File: config.mk
export PLATFORM = sky130hd
export DESIGN_NAME = clkgen_monitor
export DESIGN_NICKNAME = d
export VERILOG_FILES = /design/src/rtl/clkgen_monitor.sv
export SDC_FILE = /design/constraint.sdc
export NUM_CORES = 1
export LEC_CHECK = 0
export ABC_AREA = 1
export CAP_MARGIN = 40
export CORE_AREA = 2 2 57 59
export CTS_CLUSTER_DIAMETER = 40
export DETAILED_ROUTE_END_ITERATION = 12
export DIE_AREA = 0 0 59 61
export PLACE_DENSITY_LB_ADDON = 0.05
export SETUP_SLACK_MARGIN = 0.5
export SLEW_MARGIN = 25
export SYNTH_ARGS = -nofsm -noshare
export SYNTH_HDL_FRONTEND = slang
export SYNTH_SLANG_ARGS = --single-unit
export TNS_END_PERCENT = 5
File: constraint.sdc
create_clock -name clk8f -period 4.1 [get_ports clk8f]
set_input_delay 1.23 -clock clk8f [delete_from_list [all_inputs] [get_ports clk8f]]
set_output_delay 1.23 -clock clk8f [all_outputs]
set_load 0.01 [all_outputs]
File: src/rtl/clkgen_monitor.sv
// Watches the divided clock set {clkf, clk2f, clk4f} as a modulo-8 counter stepping once per
// clk8f cycle, and reports lock, per-step error strobes, a saturating error count and phase.
module clkgen_monitor #(
    parameter int COUNT_DOWN  = 1,
    parameter int LOCK_CNT    = 8,
    parameter int UNLOCK_ERRS = 3,
    parameter int ERR_W       = 8
) (
    input  logic             clk8f,
    input  logic             reset,
    input  logic             clk4f_in,
    input  logic             clk2f_in,
    input  logic             clkf_in,
    output logic             locked,
    output logic             err_pulse,
    output logic [ERR_W-1:0] err_count,
    output logic [2:0]       phase
);

    typedef enum logic [1:0] {
        S_IDLE,
        S_ACQ,
        S_LOCKED
    } state_t;

    localparam logic [7:0] LOCK_LAST   = 8'(LOCK_CNT - 1);
    localparam logic [3:0] UNLOCK_LAST = 4'(UNLOCK_ERRS - 1);

    state_t           r_state;
    logic [7:0]       r_good_cnt;
    logic [3:0]       r_bad_run;
    logic [2:0]       r_last_q;
    logic             r_locked;
    logic             r_err_pulse;
    logic [ERR_W-1:0] r_err_count;
    logic [2:0]       r_phase;

    state_t           w_state_nxt;
    logic [7:0]       w_good_cnt_nxt;
    logic [3:0]       w_bad_run_nxt;
    logic             w_locked_nxt;
    logic             w_err_pulse_nxt;
    logic [ERR_W-1:0] w_err_count_nxt;
    logic [2:0]       w_phase_nxt;
    logic [2:0]       w_x;
    logic [2:0]       w_exp;
    logic             w_good;

    function automatic logic [ERR_W-1:0] sat_inc(input logic [ERR_W-1:0] v);
        return (&v) ? v : v + 1'b1;
    endfunction

    assign w_x    = {clkf_in, clk2f_in, clk4f_in};
    assign w_exp  = (COUNT_DOWN != 0) ? r_last_q - 3'd1 : r_last_q + 3'd1;
    assign w_good = (w_x == w_exp);

    always_comb begin
        w_state_nxt     = r_state;
        w_good_cnt_nxt  = r_good_cnt;
        w_bad_run_nxt   = r_bad_run;
        w_locked_nxt    = r_locked;
        w_err_pulse_nxt = 1'b0;
        w_err_count_nxt = r_err_count;
        w_phase_nxt     = r_phase;
        case (r_state)
            S_IDLE: begin
                w_state_nxt = S_ACQ;
            end
            S_ACQ: begin
                if (!w_good) begin
                    w_good_cnt_nxt = '0;
                end else if (r_good_cnt == LOCK_LAST) begin
                    w_state_nxt    = S_LOCKED;
                    w_locked_nxt   = 1'b1;
                    w_good_cnt_nxt = '0;
                    w_bad_run_nxt  = '0;
                    w_phase_nxt    = w_x;
                end else begin
                    w_good_cnt_nxt = r_good_cnt + 8'd1;
                end
            end
            S_LOCKED: begin
                w_phase_nxt = w_x;
                if (w_good) begin
                    w_bad_run_nxt = '0;
                end else begin
                    w_err_pulse_nxt = 1'b1;
                    w_err_count_nxt = sat_inc(r_err_count);
                    // The final bad step of a run drops lock but still counts and strobes.
                    if (r_bad_run == UNLOCK_LAST) begin
                        w_state_nxt    = S_ACQ;
                        w_locked_nxt   = 1'b0;
                        w_phase_nxt    = '0;
                        w_good_cnt_nxt = '0;
                        w_bad_run_nxt  = '0;
                    end else begin
                        w_bad_run_nxt = r_bad_run + 4'd1;
                    end
                end
            end
            default: begin
                w_state_nxt = S_IDLE;
            end
        endcase
    end

    always_ff @(posedge clk8f) begin
        if (!reset) begin
            r_state     <= S_IDLE;
            r_good_cnt  <= '0;
            r_bad_run   <= '0;
            r_last_q    <= '0;
            r_locked    <= 1'b0;
            r_err_pulse <= 1'b0;
            r_err_count <= '0;
            r_phase     <= '0;
        end else begin
            r_state     <= w_state_nxt;
            r_good_cnt  <= w_good_cnt_nxt;
            r_bad_run   <= w_bad_run_nxt;
            r_last_q    <= w_x;
            r_locked    <= w_locked_nxt;
            r_err_pulse <= w_err_pulse_nxt;
            r_err_count <= w_err_count_nxt;
            r_phase     <= w_phase_nxt;
        end
    end

    assign locked    = r_locked;
    assign err_pulse = r_err_pulse;
    assign err_count = r_err_count;
    assign phase     = r_phase;

endmodule
==> results <==
- Traced cell by cell, the critical path runs through clkdlybuf4s50_1.
- The summed negative setup slack over all endpoints is 0 ns.
- The number of global-route vias before repair is 1331.
- For this configuration, the core starts out at a cell density of 58.7%.
- The number of buffers added on ports is 17.
- After synthesis, the netlist uses 30 different library cells.
- The wire-length estimate of the detail-placed layout is 2.47 mm.
- The predominant post-synthesis flop cell is dfxtp_1.
- The layout has 268 filler cells.
- STA classifies the critical path endpoint as an output port.
- The number of buffer and inverter instances along the worst setup path is 1.
- Measured against its own limit, the worst slew margin works out to 64.1%.
- During synthesis, Yosys emitted a total of 0 warnings.
- Summed over all layers, the routed wires come to 3.30 mm.
- The slowest cell on the critical path is clkdlybuf4s50_1.
- After detailed placement, the design holds a cell count of 299.
- The pre-CTS setup slack is 1.29 ns.
- The analysis attributes to cell leakage a power of 0.850 nW.
- The maximum vdd ir drop is 0.000212 V.
- The H-tree was split into 2 levels.
- Among cell families on the critical path, the largest total delay comes from buffers and inverters.
- The post-CTS repair timing setup buffer count is 0.
- After Yosys synthesis, full adders, half adders and majority gates account for 3.61% of the synthesized area.
- The post-synth design cell area is 1730 µm².
- The number of violations of the max-capacitance limit is 0.
- The mean cell area of the mapped netlist is 6.88 µm².
- For the worst setup path, the data required time is 2.87 ns.
- The initial antenna violation count is 0.
- The overall die area is 3600 µm².
- The startpoint-to-endpoint class of the critical path is flip-flop to output port.
- The cell count after synthesis is 252.
- Measured along the y axis, the die boundary spans 61 µm.
- Compared with the post-synthesis result, the final layout area differs by 13.4%.
- Of the synthesized area, sequential elements account for 34.7%.
- The post-cts hold buffer count is 0.
- The number of cells upsized or downsized after cts is 0.
- The hold violation total from the final report came to 0.
- The first-pass GRT wire length is 5.82 mm.
- The xor and xnor area share after synthesis is 2.53%.
- Yosys mapped a number of flops with a built-in enable equal to 0.
- After floorplanning, the core was sized to cover 2950 µm².
- For this block, the via count after detailed routing is 1523.
- The cell area reported after detailed placement is 1920 µm².
- At the pin with the least slew margin, the transition time is 0.538 ns.
- The number of clock sinks is 30.
- The share of synthesized flip-flops with an asynchronous set or reset is 0%.
- The global router's overall resource usage is 21.6%.
- In the final layout, the share of cells above drive strength 1 is 10.3%.
- The area of all placed cells without fillers is 1960 µm².
- The maximum count of clock buffers along a single path is 2.
- The delay of the slowest critical-path stage is 0.57 ns.
- The final max-slew violation count was 0.
- The portion of netlist area occupied by mux cells is 0%.
- The power per cell area is 262 nW/µm².
- The worst-case clock skew is 0.0121 ns.
- The number of nets in the finished design is 283.
- TritonCTS built the clock tree.
- The finished layout holds 306 standard cells, fillers aside.
- The worst-case setup margin in the final layout is 1.54 ns.
- The worst hold margin is 0.451 ns.
- The number of antenna diodes is 0.
- The count of unresolved DRC violations after routing is 0.
- Along the worst path, the maximum fanout reaches 5.
- Setup violations remaining at the end of the flow were counted as 0.
- When the netlist entered floorplanning its net count stood at 262.
- The post-synthesis compound-gate area fraction is 8.38%.
- The root buffer cell chosen for the clock tree is clkbuf_4.
- After floorplanning, the core was divided into 20 placement rows.
- The flow ran to the end, and the final reports show no timing, DRC or antenna violations.
- The die is 59 µm wide.
- The fmax is 390 MHz.
- After clock tree synthesis, the clock-pin slew on the worst setup and hold paths is 0.09 ns.
- The synthesized-area fraction occupied by and/or/nand/nor cells is 39.9%.
- By area, the combinational part of the netlist is dominated by simple AND/OR/NAND/NOR gates.
- 18 I/O pins were placed.
- The number of violations reported at the end of detailed-routing iteration 0 is 64.
- Data arrives at the worst endpoint at 1.33 ns.
- At the end of routability-driven placement, the weighted congestion stood at 0.847.
- For this run the aggregate overflow at the end of global routing stands at 0.
- Entering global routing, the biggest net connects 17 pins.
- The path class of the tightest hold or removal check is flip-flop to flip-flop.
- The final period demand of the worst path is 2.56 ns.
- The type of element launching the critical path is a flip-flop.
- The first-pass iteration count of the detailed router is 4.
- In the routed layout, each cell is associated on average with a via count of 4.98.
- Counting flops and latches in the post-synthesis netlist gives 30.
- The clock reaches the later pin of the worst-skew pair after 0.33 ns.
- The routed wirelength normalized by instance count is 10.8 µm.
- The total clock buffers created by CTS is 5.
- The final cycle utilization of the critical path is 62.5%.
- The residual antenna-violating net count after detailed routing is 0.
- Setup repair after global routing left no endpoint under its margin.
cells in the mapped netlist (2+ instances only):
cell type   n  area, µm²
nand2_1    65        244
inv_1      35        131
nor2_1     31        116
dfxtp_1    30        601
a21oi_1    16       80.1
nand4_1    13       81.3
nand3_1    12       60.1
o21ai_0     6       30.0
ha_1        5       62.6
inv_2       4       15.0
nand2_2     4       25.0
xnor2_1     4       35.0
nand2_4     3       33.8
nand3_4     3       52.6
nor3_1      3       15.0
clkbuf_1    2       7.51
nor2_4      2       22.5
o21ai_1     2       10.0
worst paths after layout:
| check | from | endpoint | slack, ns | cells after the start |
|---|---|---|---|---|
| setup / recovery | err_count[7] | err_count[7] | 1.54 | 1 |
| hold / removal | locked | locked | 0.45 | 2 |
| setup reg to reg | r_last_q[0] | phase[1] | 2.38 | 13 |
| hold reg to reg | locked | locked | 0.45 | 2 |
registers in the layout, indices dropped and copies added (netlist names):
signal      cells
err_count       8
r_good_cnt      8
r_bad_run       4
phase           3
r_last_q        3
r_state         2
err_pulse       1
locked          1
placed cells by master, fill, tap and decap left out:
cell type and n:
or2_1 1, clkbuf_4 5, o21bai_1 1, o21ai_0 6, nor2_1 31, nand2_4 3, a21oi_2 1, nand3b_1 1
nor3_4 1, clkinv_2 1, ha_1 5, nand3_4 3, nor2_4 2, clkbuf_1 2, nand4_1 13, buf_4 1
o21ai_2 1, nor3_1 3, nor3_2 1, dfxtp_1 30, nand2_2 4, clkdlybuf4s50_1 17, a21oi_1 16, nand2_1 65
xor2_1 1, inv_2 4, inv_1 35, o21ai_1 2, xnor2_1 4, inv_4 1, nand3_1 12
logic make-up after synthesis:
logic type	Yosys count
XOR/XNOR	5
AND/OR/NAND/NOR	140
AO/OA/AOI/OAI	27
buffers and inverters	45
adder cells (fa/ha/maj)	5
flip-flops	30
cell type report:
| cell class | count | area (µm²) | area share [%] |
|---|---|---|---|
| sequential | 30 | 601 | 30.6 |
| clock buffer | 7 | 45.0 | 2.29 |
| inverter | 41 | 158 | 8.03 |
| timing repair buffer | 18 | 178 | 9.04 |
| multi-input combinational | 177 | 942 | 48.0 |
| tap | 33 | 41.3 | 2.10 |
power by group:
part | switching [mW] | leakage (nW) | internal [mW]
logic | 0.0371 | 0.582 | 0.0193
clock network | 0.0955 | 0.0254 | 0.0645
registers | 0.00266 | 0.243 | 0.295
stage by stage:
| stage | total power, mW | util [%] |
|---|---|---|
| 6_report | 0.514 | 66.5 |
| 5_1_grt | 0.541 | 66.5 |
| 4_1_cts | 0.521 | 66.5 |
| 3_5_place_dp | 0.361 | 65.0 |
| 3_3_place_gp | 0.361 | 65.0 |
| 2_1_floorplan | 0.347 | - |
layer usage:
layer	wire (µm)	GRT usage, %	vias to the layer above	part of all wire, %
li1	-	-	841	-
met1	1760	30.6	649	53
met2	1330	31.6	27	40
met3	167	6.40	6	5.1
met4	45	6.82	0	1.4
met5	0	0	-	0
No activity file was read; power rests on OpenSTA's default activity.
